<file path="src/rtl/iob_soc_versat_mem_merge.sv">
// N-master IOb merge: round-robin arbiter with grant lock, in-order read tag FIFO and L2 invalidate sequencer.
// Define IOB_MERGE_FIXED_PRIO_EN to replace round-robin with fixed lowest-index priority.
module iob_soc_versat_mem_merge #(
  parameter int N_MASTERS = 3,
  parameter int ADDR_W    = 24,
  parameter int DATA_W    = 32,
  parameter int PEND_W    = 2
) (
  input  logic                            clk_i,
  input  logic                            arst_i,
  input  logic [N_MASTERS-1:0]            m_valid_i,
  input  logic [N_MASTERS*ADDR_W-1:0]     m_addr_i,
  input  logic [N_MASTERS*DATA_W-1:0]     m_wdata_i,
  input  logic [N_MASTERS*DATA_W/8-1:0]   m_wstrb_i,
  output logic [N_MASTERS*DATA_W-1:0]     m_rdata_o,
  output logic [N_MASTERS-1:0]            m_rvalid_o,
  output logic [N_MASTERS-1:0]            m_ready_o,
  output logic                            s_valid_o,
  output logic [ADDR_W-1:0]               s_addr_o,
  output logic [DATA_W-1:0]               s_wdata_o,
  output logic [DATA_W/8-1:0]             s_wstrb_o,
  input  logic [DATA_W-1:0]               s_rdata_i,
  input  logic                            s_rvalid_i,
  input  logic                            s_ready_i,
  input  logic                            inv_req_i,
  output logic                            inv_o,
  output logic                            inv_busy_o,
  output logic                            err_o
);
  localparam int IDX_W  = (N_MASTERS > 1) ? $clog2(N_MASTERS) : 1;
  localparam int STRB_W = DATA_W / 8;
  localparam int DEPTH  = 1 << PEND_W;

  typedef enum logic [1:0] {INV_IDLE, INV_WAIT, INV_FIRE} inv_state_t;

  inv_state_t          inv_state_q;
  logic                lock_q;
  logic [IDX_W-1:0]    lock_idx_q;
  logic [IDX_W-1:0]    tag_q [DEPTH];
  logic [PEND_W-1:0]   wr_ptr_q, rd_ptr_q;
  logic [PEND_W:0]     cnt_q, cnt_d;
  logic                err_q;
`ifndef IOB_MERGE_FIXED_PRIO_EN
  logic [IDX_W-1:0]    rr_ptr_q;
  int                  scan_idx;
`endif

  logic [N_MASTERS-1:0] eligible;
  logic [IDX_W-1:0]     gnt_idx;
  logic                 gnt_vld, xfer, push, pop, full, empty;

  assign full  = (cnt_q == (PEND_W+1)'(DEPTH));
  assign empty = (cnt_q == '0);

  // Reads are held off while the tag FIFO is full; writes never need a tag.
  always_comb begin
    for (int i = 0; i < N_MASTERS; i++)
      eligible[i] = m_valid_i[i] & ~((~|m_wstrb_i[i*STRB_W +: STRB_W]) & full);
  end

  always_comb begin
    gnt_idx = '0;
    gnt_vld = 1'b0;
`ifndef IOB_MERGE_FIXED_PRIO_EN
    scan_idx = 0;
`endif
    if (lock_q) begin
      gnt_idx = lock_idx_q;
      gnt_vld = m_valid_i[lock_idx_q];
    end else if (inv_state_q == INV_IDLE) begin
      // Scan downward so the last hit is the highest-priority candidate.
      for (int i = N_MASTERS - 1; i >= 0; i--) begin
`ifdef IOB_MERGE_FIXED_PRIO_EN
        if (eligible[i]) begin
          gnt_idx = IDX_W'(i);
          gnt_vld = 1'b1;
        end
`else
        scan_idx = (int'(rr_ptr_q) + i) % N_MASTERS;
        if (eligible[scan_idx]) begin
          gnt_idx = IDX_W'(scan_idx);
          gnt_vld = 1'b1;
        end
`endif
      end
    end
  end

  assign s_valid_o = gnt_vld;
  assign s_addr_o  = gnt_vld ? m_addr_i[int'(gnt_idx)*ADDR_W +: ADDR_W] : '0;
  assign s_wdata_o = gnt_vld ? m_wdata_i[int'(gnt_idx)*DATA_W +: DATA_W] : '0;
  assign s_wstrb_o = gnt_vld ? m_wstrb_i[int'(gnt_idx)*STRB_W +: STRB_W] : '0;

  assign xfer  = gnt_vld & s_ready_i;
  assign push  = xfer & ~|s_wstrb_o;
  assign pop   = s_rvalid_i & ~empty;
  assign cnt_d = cnt_q + (PEND_W+1)'(push) - (PEND_W+1)'(pop);

  always_comb begin
    for (int i = 0; i < N_MASTERS; i++) begin
      m_ready_o[i]  = xfer & (gnt_idx == IDX_W'(i));
      m_rvalid_o[i] = pop & (tag_q[rd_ptr_q] == IDX_W'(i));
    end
  end

  assign m_rdata_o  = {N_MASTERS{s_rdata_i}};
  assign inv_o      = (inv_state_q == INV_FIRE);
  assign inv_busy_o = (inv_state_q != INV_IDLE);
  assign err_o      = err_q;

  always_ff @(posedge clk_i or posedge arst_i) begin
    if (arst_i) begin
      inv_state_q <= INV_IDLE;
      lock_q      <= 1'b0;
      lock_idx_q  <= '0;
      wr_ptr_q    <= '0;
      rd_ptr_q    <= '0;
      cnt_q       <= '0;
      err_q       <= 1'b0;
      for (int i = 0; i < DEPTH; i++) tag_q[i] <= '0;
`ifndef IOB_MERGE_FIXED_PRIO_EN
      rr_ptr_q    <= '0;
`endif
    end else begin
      lock_q <= gnt_vld & ~s_ready_i;
      if (gnt_vld & ~s_ready_i) lock_idx_q <= gnt_idx;
`ifndef IOB_MERGE_FIXED_PRIO_EN
      if (xfer) rr_ptr_q <= (int'(gnt_idx) == N_MASTERS - 1) ? '0 : gnt_idx + 1'b1;
`endif
      if (push) begin
        tag_q[wr_ptr_q] <= gnt_idx;
        wr_ptr_q        <= wr_ptr_q + 1'b1;
      end
      if (pop) rd_ptr_q <= rd_ptr_q + 1'b1;
      cnt_q <= cnt_d;
      if (s_rvalid_i & empty) err_q <= 1'b1;
      // Requests arriving in WAIT/FIRE merge into the pending invalidate.
      case (inv_state_q)
        INV_IDLE: if (inv_req_i) inv_state_q <= INV_WAIT;
        INV_WAIT: if (~gnt_vld & ~lock_q & (cnt_d == '0)) inv_state_q <= INV_FIRE;
        default:  inv_state_q <= INV_IDLE;
      endcase
    end
  end
endmodule

</file>
<file path="config.mk">
export PLATFORM = sky130hd
export DESIGN_NAME = iob_soc_versat_mem_merge
export DESIGN_NICKNAME = d
export VERILOG_FILES = /design/src/rtl/iob_soc_versat_mem_merge.sv
export SDC_FILE = /design/constraint.sdc
export NUM_CORES = 1
export LEC_CHECK = 0
export ABC_AREA = 1
export CAP_MARGIN = 20
export CORE_AREA = 2 2 152 154
export CTS_BUF_LIST = sky130_fd_sc_hd__clkbuf_4 sky130_fd_sc_hd__clkbuf_8
export DETAILED_ROUTE_END_ITERATION = 8
export DIE_AREA = 0 0 154 156
export GPL_ROUTABILITY_DRIVEN = 0
export SYNTH_ARGS = -nofsm -noshare
export SYNTH_HDL_FRONTEND = slang
export SYNTH_SLANG_ARGS = --single-unit
export TNS_END_PERCENT = 10
</file>
<file path="constraint.sdc">
create_clock -name clk_i -period 4.4 [get_ports clk_i]
set_input_delay 0.88 -clock clk_i [delete_from_list [all_inputs] [get_ports clk_i]]
set_output_delay 0.88 -clock clk_i [all_outputs]
set_load 0.03 [all_outputs]
</file>
After elaboration in Yosys (flattened, before gate mapping). Cells that the tools add are included.

Reductions and logical operators: 16. Magnitude comparators: 7. Eq/ne operators: 10. Shift-type cells: 3. $mul: 1. Bitwise gates (word level): 28. Muxes and demuxes: 34. Div/mod/pow operators: 3. $add $sub $neg: 7.

Operator list (number): $lt A32 B4 Y1 const B (3); $shiftx A96 B8 Y32 (1); $shiftx A72 B8 Y24 (1); $mod A32 B3 Y32 const B (2); $mod A3 B3 Y32 const B (1); $mux W32 (1); $mux W24 (1); $mux W2 (11); $and A1 B1 Y1 (19); $reduce_or A4 Y1 (4); $mux W1 (12); $shiftx A12 B5 Y4 (1); $bmux W1 S2 (4); $bwmux W8 (1); $eq A2 B2 Y1 const B (4); $not A1 Y1 (7); $add A2 B1 Y2 const B (3); $eq A2 B1 Y1 const B (3); $ge A3 B3 Y1 const B (2); $logic_not A2 Y1 (3); $logic_not A3 Y1 (2); $not A2 Y3 (2); $bmux W2 S2 (1); $demux W2 S2 (1); other kinds (15) (19).

Bits in read-only memories: 0. Register bits after elaboration: 23. Memories: 0. Logic and storage cells: 121. Output and inout bits: 166. Bits in latches: 0. Input bits: 220. Bits in writable memories: 0.

Longest topological paths before layout. Gate-level depths: netlist of the first run.

Word-level depth: 24. Gate-level depth with buffers: 26. Mapped depth without buffers: 26.

Least setup slack after synthesis of the first run. No wires, ideal clock.

Kind: input -> register. From: in m_wstrb_i[4]. To: reg inv_state_q[0]. Required time: 4.283 ns. Arrival time: 3.664 ns. Stages on the path: 24. Path slack: 0.618 ns. Buffers on the path: 1. Setup time: 0.117 ns. Cells stage by stage: inv_1 nand2_1 nor2_1 nand2_2 nand3_2 nand3_2 a21oi_2 nand2_1 nand2_2 nand2_4 buf_6 nand3_1 nand3_2 o21ai_4 nand2_1 ha_1 inv_1 ha_1 fa_1 xor2_1 nor4_1 nand2_1 nand3_1 nand2_1.

Word-level cells in the longest chain between the ends: 24. Elaborated cells on any way between the ends: 38. Those cells by class: add/sub (2); eq/ne (1); shift (1); mux (20); bitwise (8); reduce/logical (6).

RTL lines: start: declaration (RTL line 14) `input logic [N_MASTERS*DATA_W/8-1:0] m_wstrb_i,`; $reduce_or A4 Y1 (RTL line 58) `eligible[i] = m_valid_i[i] & ~((~|m_wstrb_i[i*STRB_W +: STRB_W]) & full);`; $logic_not A1 Y1 (RTL line 58); $and A1 B1 Y1 (RTL line 58); $not A1 Y1 (RTL line 58); $and A1 B1 Y1 (RTL line 58); $bmux W1 S2 (RTL line 80) `if (eligible[scan_idx]) begin`; $mux W1 (not written as such) (2 in series) (RTL line 80); $mux W2 (3 in series) (RTL line 80); [6 not listed]; $and A1 B1 Y1 (*) (RTL line 95) `assign push = xfer & ~|s_wstrb_o;`; $add A3 B1 Y3 (*) (RTL line 97) `assign cnt_d = cnt_q + (PEND_W+1)'(push) - (PEND_W+1)'(pop);`; $sub A3 B1 Y3 (*) (RTL line 97); via cnt_d[2] (RTL line 41) `logic [PEND_W:0] cnt_q, cnt_d;`; $logic_not A3 Y1 (*) (RTL line 140) `INV_WAIT: if (~gnt_vld & ~lock_q & (cnt_d == '0)) inv_state_q <= INV_FIRE;`; $and A1 B1 Y1 (*) (RTL line 140); $ne A2 B2 Y1 (no source line) (*); $reduce_and A2 Y1 (no source line) (*); end signal: assignment (RTL line 139) `INV_IDLE: if (inv_req_i) inv_state_q <= INV_WAIT;`; end signal: assignment (RTL line 140); end signal: assignment (RTL line 141) `default: inv_state_q <= INV_IDLE;`; end: declaration (RTL line 36) `inv_state_t inv_state_q;`.

The timed path passes the listed nets; every way through them passes the cells marked *. The select of a mux whose other input is x is not followed. A chain may end at the register's enable or synchronous reset.

Final worst setup path of the first run.
From: in m_wstrb_i[11]. To: out s_wdata_o[3].

Word-level cells in the longest chain between the ends: 15. Elaborated cells on any way between the ends: 26. Those cells by class: shift (1); mux (20); bitwise (3); reduce/logical (2).

RTL lines: $reduce_or A4 Y1 (*) (RTL line 58); $logic_not A1 Y1 (*) (RTL line 58); $and A1 B1 Y1 (*) (RTL line 58); $not A1 Y1 (*) (RTL line 58); $and A1 B1 Y1 (*) (RTL line 58); $bmux W1 S2 (RTL line 80); $mux W1 (not written as such) (2 in series) (RTL line 80); $mux W2 (3 in series) (RTL line 80); $mux W2 (RTL line 70) `end else if (inv_state_q == INV_IDLE) begin`; $mux W2 (RTL line 67) `if (lock_q) begin`; $shiftx A96 B8 Y32 (RTL line 91) `assign s_wdata_o = gnt_vld ? m_wdata_i[int'(gnt_idx)*DATA_W +: DATA_W] : '0;`; $mux W32 (*) (RTL line 91); end: declaration (RTL line 20) `output logic [DATA_W-1:0] s_wdata_o,`.

Every way passes the cells marked *; elsewhere a longest branch is shown, timed or not. The select of a mux whose other input is x is not followed.

==> results.cfg, run 1 <==
[sta]
whs_ns = 0.4763
fin_crit_ns = 4.260
tightest_slew_ns = 0.9023
setup_viol = 0
final_hold_viol_count = 0
fmax_mhz = 234.8
slew_viol_final = 0
clock_skew_ns = 0.006723
fin_crit_sh = 0.9681
relSlewSlack = 0.3978

[placed_design]
dpl.hpwl_mm = 14.90
place_area_um2 = 6097
portBuffers = 257

[synthesis]
synth-simple-area-share = 0.3646
ys_ff_latch = 23
yosysWarnings = 0
yosysTopAreaCell = nand2_1
synth_edf_count = 0
synthTopCellsByArea = nand2_1, buf_4, dfrtp_1
synthCells = 575
synth.mux.area_fraction = 0
yosys_most_used_dff = dfrtp_1
avgSynthCellArea_um2 = 6.147
synth_cell_type_count = 39
synth_compound_area_frac = 0.1519
synth_top_family_by_area = simple AND/OR/NAND/NOR gates
ys_async_sr_fraction = 1.000
syn_area_um2 = 3535
synth_top_area_frac = 0.2432
seq_area_frac_synth = 0.1628
synthAdderAreaFrac = 0.03398
yosys.area_share.xor_xnor = 0.007434
mappedNetlistNets = 804

[worst_setup_path]
r2r-start = rr_ptr_q[0]
critPathArrivalTime_ns = 3.38
cp_data_required_time_ns = 3.52
r2r_cells = 24
path_class = in -> out
critPathLaunchType = input port
critical_path.endpoint_type = output pin
worstPathMaxFanout = 7
r2r-end = inv_state_q[0]
ff2ff_setup_slack_ns = 0.60

[cts]
root_buffer = clkbuf_8
clock_path_buffers = 2
clk_latency_ns = 0.26
cts.sinks = 23
cts_tree = yes
htree_levels = 1
numCtsBuffers = 3
clkTransAtPathRegs_ns = 0.09

[run_status]
outcome = completed

[floorplanning]
die_y_um = 156
row_count = 55
ioPinCount = 386
die-width_um = 154
fp.dieArea_um2 = 24020
start_util = 0.1580
core-area_um2 = 22370

[route]
dr.pass1.iters = 4
drc = 0
viasPerCell = 4.174
final_antenna_net_count = 0
wirelength_mm = 18.45
wl_per_cell_um = 17.47
drt_iter0_markers = 168
via_count = 4408

[power]
p_seq_frac = 0.073
power.switching_mw = 2.845
combPwrFrac = 0.902
p_total_mw = 5.191
switching_share = 0.5481
internal_power_mw = 2.346
p_per_area_nw_per_um2 = 803.5
leakage_nw = 2.834
ir_drop_uv = 312.6
clkPwrFrac = 0.025

[cells_and_area]
diodes = 0
num-nets-final = 1001
drive_gt1_frac = 0.2114
fin_area_um2 = 6460
areaGrowthSynthToFinish_pct = 82.76
utilization = 0.2888

[global_route]
grt_pass1_vias = 4435
grt_usage = 0.1369
grt_first_pass_wirelength_mm = 25.46
antenna_found_initial = 3
grt_overflow_total = 0
grt_max_degree = 37

[worst_hold_path]
hold_depth = 1
hold_end = rd_ptr_q[1]
min-delay-start = rd_ptr_q[1]
worstHoldPathType = reg -> reg

[run]
drv_cap = 0
[final cells by class]
cell class                 instances  area (um2)
fill                            2455       15910
tap                              285       356.6
inverter                          29       108.9
sequential                        23       575.6
clock buffer                       3       41.29
multi-input combinational        399        2076
timing repair buffer             316        3297
clock inverter                     1       5.005
[how the worst max path moves through the flow]
stage,start,endpoint,cells after the start
after global routing,m_wstrb_i[11],inv_state_q[0],23
after CTS,m_wstrb_i[3],s_addr_o[3],18
after floorplan,m_wstrb_i[4],inv_state_q[0],24
after detailed placement,m_wstrb_i[3],s_addr_o[0],16
final,m_wstrb_i[11],s_wdata_o[3],16
after global placement,m_wstrb_i[3],s_addr_o[0],17
[stage by stage]
step,cells,setup TNS (ns),worst slack [ns]
after floorplan,575,0,0.6184
after global placement,1040,-0.3423,-0.1735
after detailed placement,1040,-0.4070,-0.2090
after CTS,1044,0,0.005602
after global routing,1056,-0.03199,-0.03199
final,1056,0,0.1404
[power by group through the flow]
stage                     logic (mW)  clock network, mW  registers (mW)
after floorplan                 2.49                  0           0.371
after global placement          4.32                  0           0.380
after detailed placement        4.36                  0           0.383
after CTS                       4.41              0.135           0.380
after global routing            5.02              0.144           0.391
final                           4.68              0.131           0.379
[cell usage in the layout, fill, tap and decap left out, drive strengths merged]
| master | synthesis | routed |
|---|---|---|
| a32o | 1 | 1 |
| nand3 | 25 | 25 |
| a32oi | 1 | 1 |
| a31oi | 59 | 59 |
| dlymetal6s2s | 0 | 10 |
| nor3 | 5 | 5 |
| ha | 8 | 8 |
| buf | 116 | 119 |
| a21oi | 10 | 10 |
| xnor2 | 1 | 1 |
| o21bai | 2 | 2 |
| inv | 29 | 29 |
| clkbuf | 8 | 6 |
| nor4 | 1 | 1 |
| and2 | 1 | 1 |
| dfrtp | 23 | 23 |
| clkdlybuf4s50 | 0 | 184 |
| fa | 1 | 1 |
| o21ai | 3 | 3 |
| nand2 | 234 | 234 |
| a31o | 1 | 1 |
| nor2 | 27 | 27 |
| clkinv | 0 | 1 |
| nand3b | 2 | 2 |
| xor2 | 2 | 2 |
| a21boi | 3 | 3 |
| o31ai | 1 | 1 |
| nand4 | 11 | 11 |
[per-layer routing]
layer	vias to the layer above	part of all wire	global-route usage
met3	26	0.075	0.03694
li1	2181	-	-
met4	2	0.012	0.02003
met1	1957	0.39	0.1539
met2	242	0.52	0.2622
met5	-	0.00043	0
[registers in the layout, summed over array words and instances, names as in the netlist]
| name | flops |
|---|---|
| err_o | 1 |
| cnt_q | 3 |
| lock_idx_q | 2 |
| wr_ptr_q | 2 |
| inv_state_q | 2 |
| rr_ptr_q | 2 |
| rd_ptr_q | 2 |
| lock_q | 1 |
| tag_q | 8 |
[worst max-delay path, stage by stage]
cell and delay (ns):
clkdlybuf4s50_1 0.46, nor2_1 0.13, nand3_1 0.13, nand3_1 0.10, nand2_1 0.11, nand2_1 0.10
nand2_1 0.07, nand2_1 0.08, nand2_2 0.10, buf_6 0.16, nor2_4 0.19, buf_12 0.15
clkbuf_16 0.15, nand2_1 0.12, a31oi_1 0.27, buf_12 0.16
[synth_stat cells (8+ instances only)]
cell type    n
buf_4      100
dfrtp_1     23
inv_1       27
a21oi_1      9
buf_2       12
nand2_1    229
a31oi_1     59
nor2_1      23
nand3_1     20
nand4_1     11
ha_1         8
clkbuf_1     8
[kinds of logic (layout without fill, tap and decap cells)]
group                      count (synthesis)  count (layout)
xor gates and xnor gates                   3               3
DFF                                       23              23
adders and majority gates                  9               9
and+or+nand+nor                          306             306
buffers and inverters                    153             349
AOI/OAI and AO/OA                         81              81
[what timing repair did]
action,in CTS,in global routing
buffers inserted,0,9
setup endpoints to repair,2,59
pin swaps,0,16
resized for setup,7,33
cloned,0,3
hold buffers,0,0
Note: power is estimated with default switching activity, not from simulation.
==> run 2, diff against run 1 <==
--- a/config.mk
+++ b/config.mk
@@ -7,10 +7,10 @@
 export LEC_CHECK = 0
 export ABC_AREA = 1
 export CAP_MARGIN = 20
-export CORE_AREA = 2 2 152 154
+export CORE_AREA = 2 2 149 151
 export CTS_BUF_LIST = sky130_fd_sc_hd__clkbuf_4 sky130_fd_sc_hd__clkbuf_8
 export DETAILED_ROUTE_END_ITERATION = 8
-export DIE_AREA = 0 0 154 156
+export DIE_AREA = 0 0 151 153
 export GPL_ROUTABILITY_DRIVEN = 0
 export SYNTH_ARGS = -nofsm -noshare
 export SYNTH_HDL_FRONTEND = slang
==> constraint.sdc (replaced) <==
create_clock -name clk_i -period 5.36 [get_ports clk_i]
set_input_delay 1.072 -clock clk_i [delete_from_list [all_inputs] [get_ports clk_i]]
set_output_delay 1.072 -clock clk_i [all_outputs]
set_load 0.03 [all_outputs]
==> results.cfg, run 2 (synthesis results as in run 1) <==
[run_status]
outcome = completed

[cts]
cts.sinks = 23
root_buffer = clkbuf_8
clkTransAtPathRegs_ns = 0.09
clock_path_buffers = 2
cts_tree = yes
htree_levels = 1
clk_latency_ns = 0.27
postCtsSetupBuffers = 0
numCtsBuffers = 3
postCtsHoldBufs = 0

[floorplanning]
ioPinCount = 386
row_count = 54
fp.dieArea_um2 = 23100
core-area_um2 = 21490
die_y_um = 153
die-width_um = 151
start_util = 0.1645

[worst_setup_path]
path_class = in -> out
path_buf_inv = 3
path_cells = clkdlybuf4s50_1 -> nor2_1 -> and2_0 -> nand2_1 -> nand3_1 -> nand2_1 -> nand2_1 -> o21ai_1 -> nand2_1 -> nand2_1 -> nand2_2 -> nor2_4 -> buf_12 -> nand2_1 -> a31oi_1 -> clkdlybuf4s50_1
critPathArrivalTime_ns = 4.09
crit_slowest_cell = clkdlybuf4s50_1
critical_path.endpoint_type = output pin
crit_family = buffers and inverters
worstPathMaxFanout = 46
cp_common_cell = nand2_1
max_stage_delay_ns = 0.74
critPathLaunchType = input port
cp_data_required_time_ns = 4.29

[cells_and_area]
largest_reg_flops = 8
nFillCells = 2426
final_common_cell = clkdlybuf4s50_1
fin_cells = 1005
utilization = 0.2775
areaGrowthSynthToFinish_pct = 68.67
multi_input_area_um2 = 2001
register_area_um2 = 575.6
fin_area_um2 = 5962
reg.largest.list = tag_q: 8 flops, cnt_q: 3 flops
largest_register = tag_q
drive_gt1_frac = 0.08425
final_cell_mix = clkdlybuf4s50_1, nand2_1, a31oi_1, inv_1, dfrtp_1
num-nets-final = 954

[sta]
tightest_slew_ns = 0.9449
finalSetupTns_ns = 0
rsz0062_at_grt = no
fin_crit_sh = 0.9622
clock_skew_ns = 0.002616
relSlewSlack = 0.3694
whs_ns = 0.4767
slew_viol_final = 0
final_hold_viol_count = 0
setup_viol = 0
fin_crit_ns = 5.157
fmax_mhz = 193.9

[placed_design]
place_area_um2 = 5906
placed_cells = 1000
dpl.hpwl_mm = 14.28
portBuffers = 257

[run]
drv_cap = 0

[global_route]
grt_max_degree = 64
antenna_found_initial = 1
grt_pass1_vias = 4294
grt_overflow_total = 0
grt_first_pass_wirelength_mm = 25.11
grt_usage = 0.1392

[route]
met3_wirelength_mm = 1.548
wirelength_mm = 16.72
final_antenna_net_count = 0
drc = 0
drt_iter0_markers = 192
top_layer_used = met4
wl_per_cell_um = 16.63
via_count = 4289
drt-met1-wl_mm = 6.579
dr.pass1.iters = 5
wl_met2_mm = 8.307
viasPerCell = 4.268

[worst_hold_path]
worstHoldPathType = reg -> reg

[power]
p_per_area_nw_per_um2 = 631.7
leakage_nw = 2.434
ir_drop_uv = 264.0
[run 2: what timing repair did]
item,4_1_cts,5_1_grt
setup endpoints to repair,0,3
gates resized for setup,0,3
endpoints found under the hold margin,0,0
[run 2: where the power goes]
| part | total [mW] | leakage [nW] | switching (mW) | internal [mW] |
|---|---|---|---|---|
| Clock | 0.113 | 0.0255 | 0.0610 | 0.0520 |
| Sequential | 0.311 | 0.292 | 0.0631 | 0.248 |
| Combinational | 3.34 | 2.12 | 2.02 | 1.32 |
[run 2: path summary, 6_finish.rpt]
kind	slack, ns	cells after the start	end	from
min in group asynchronous	1.32	2	err_o	arst_i
worst max register to register	1.42	24	inv_state_q[0]	rr_ptr_q[0]
worst min-delay path	0.48	1	err_o	err_o
worst max-delay path	0.20	16	s_wdata_o[17]	m_wstrb_i[2]
max in group asynchronous	3.47	2	wr_ptr_q[0]	arst_i
worst min register to register	0.48	1	err_o	err_o
[run 2: worst register-to-register path, delay by kind of cell, from the launching register on]
family                     cells  cell delay [ns]
xor gates and xnor gates       1             0.18
buffers and inverters          4             0.40
AOI/OAI and AO/OA              1             0.10
DFF                            1             0.37
adders and majority gates      4             1.20
and+or+nand+nor               14             1.61
[run 2: cell type report]
class                           count  share of cell area
Timing Repair Buffer              269              0.4827
Multi-Input combinational cell    399              0.3356
Sequential cell                    23             0.09654
Tap cell                          280             0.05876
Inverter                           29             0.01826
Clock buffer                        3            0.006925
Clock inverter                      1           0.0008395
Antenna cell                        1           0.0004197
[run 2: stage by stage]
stage	setup slack (ns)	power, mW
floorplan	1.252	2.347
global placement	0.2501	3.680
detailed placement	0.2021	3.698
CTS	0.1931	3.818
global route	0.003920	4.049
finish	0.2025	3.766
[run 2: metal layers]
metal	up-vias	GRT usage
met5	-	0
met4	0	0.02314
met3	16	0.05194
met2	259	0.2463
li1	2087	-
met1	1927	0.1613
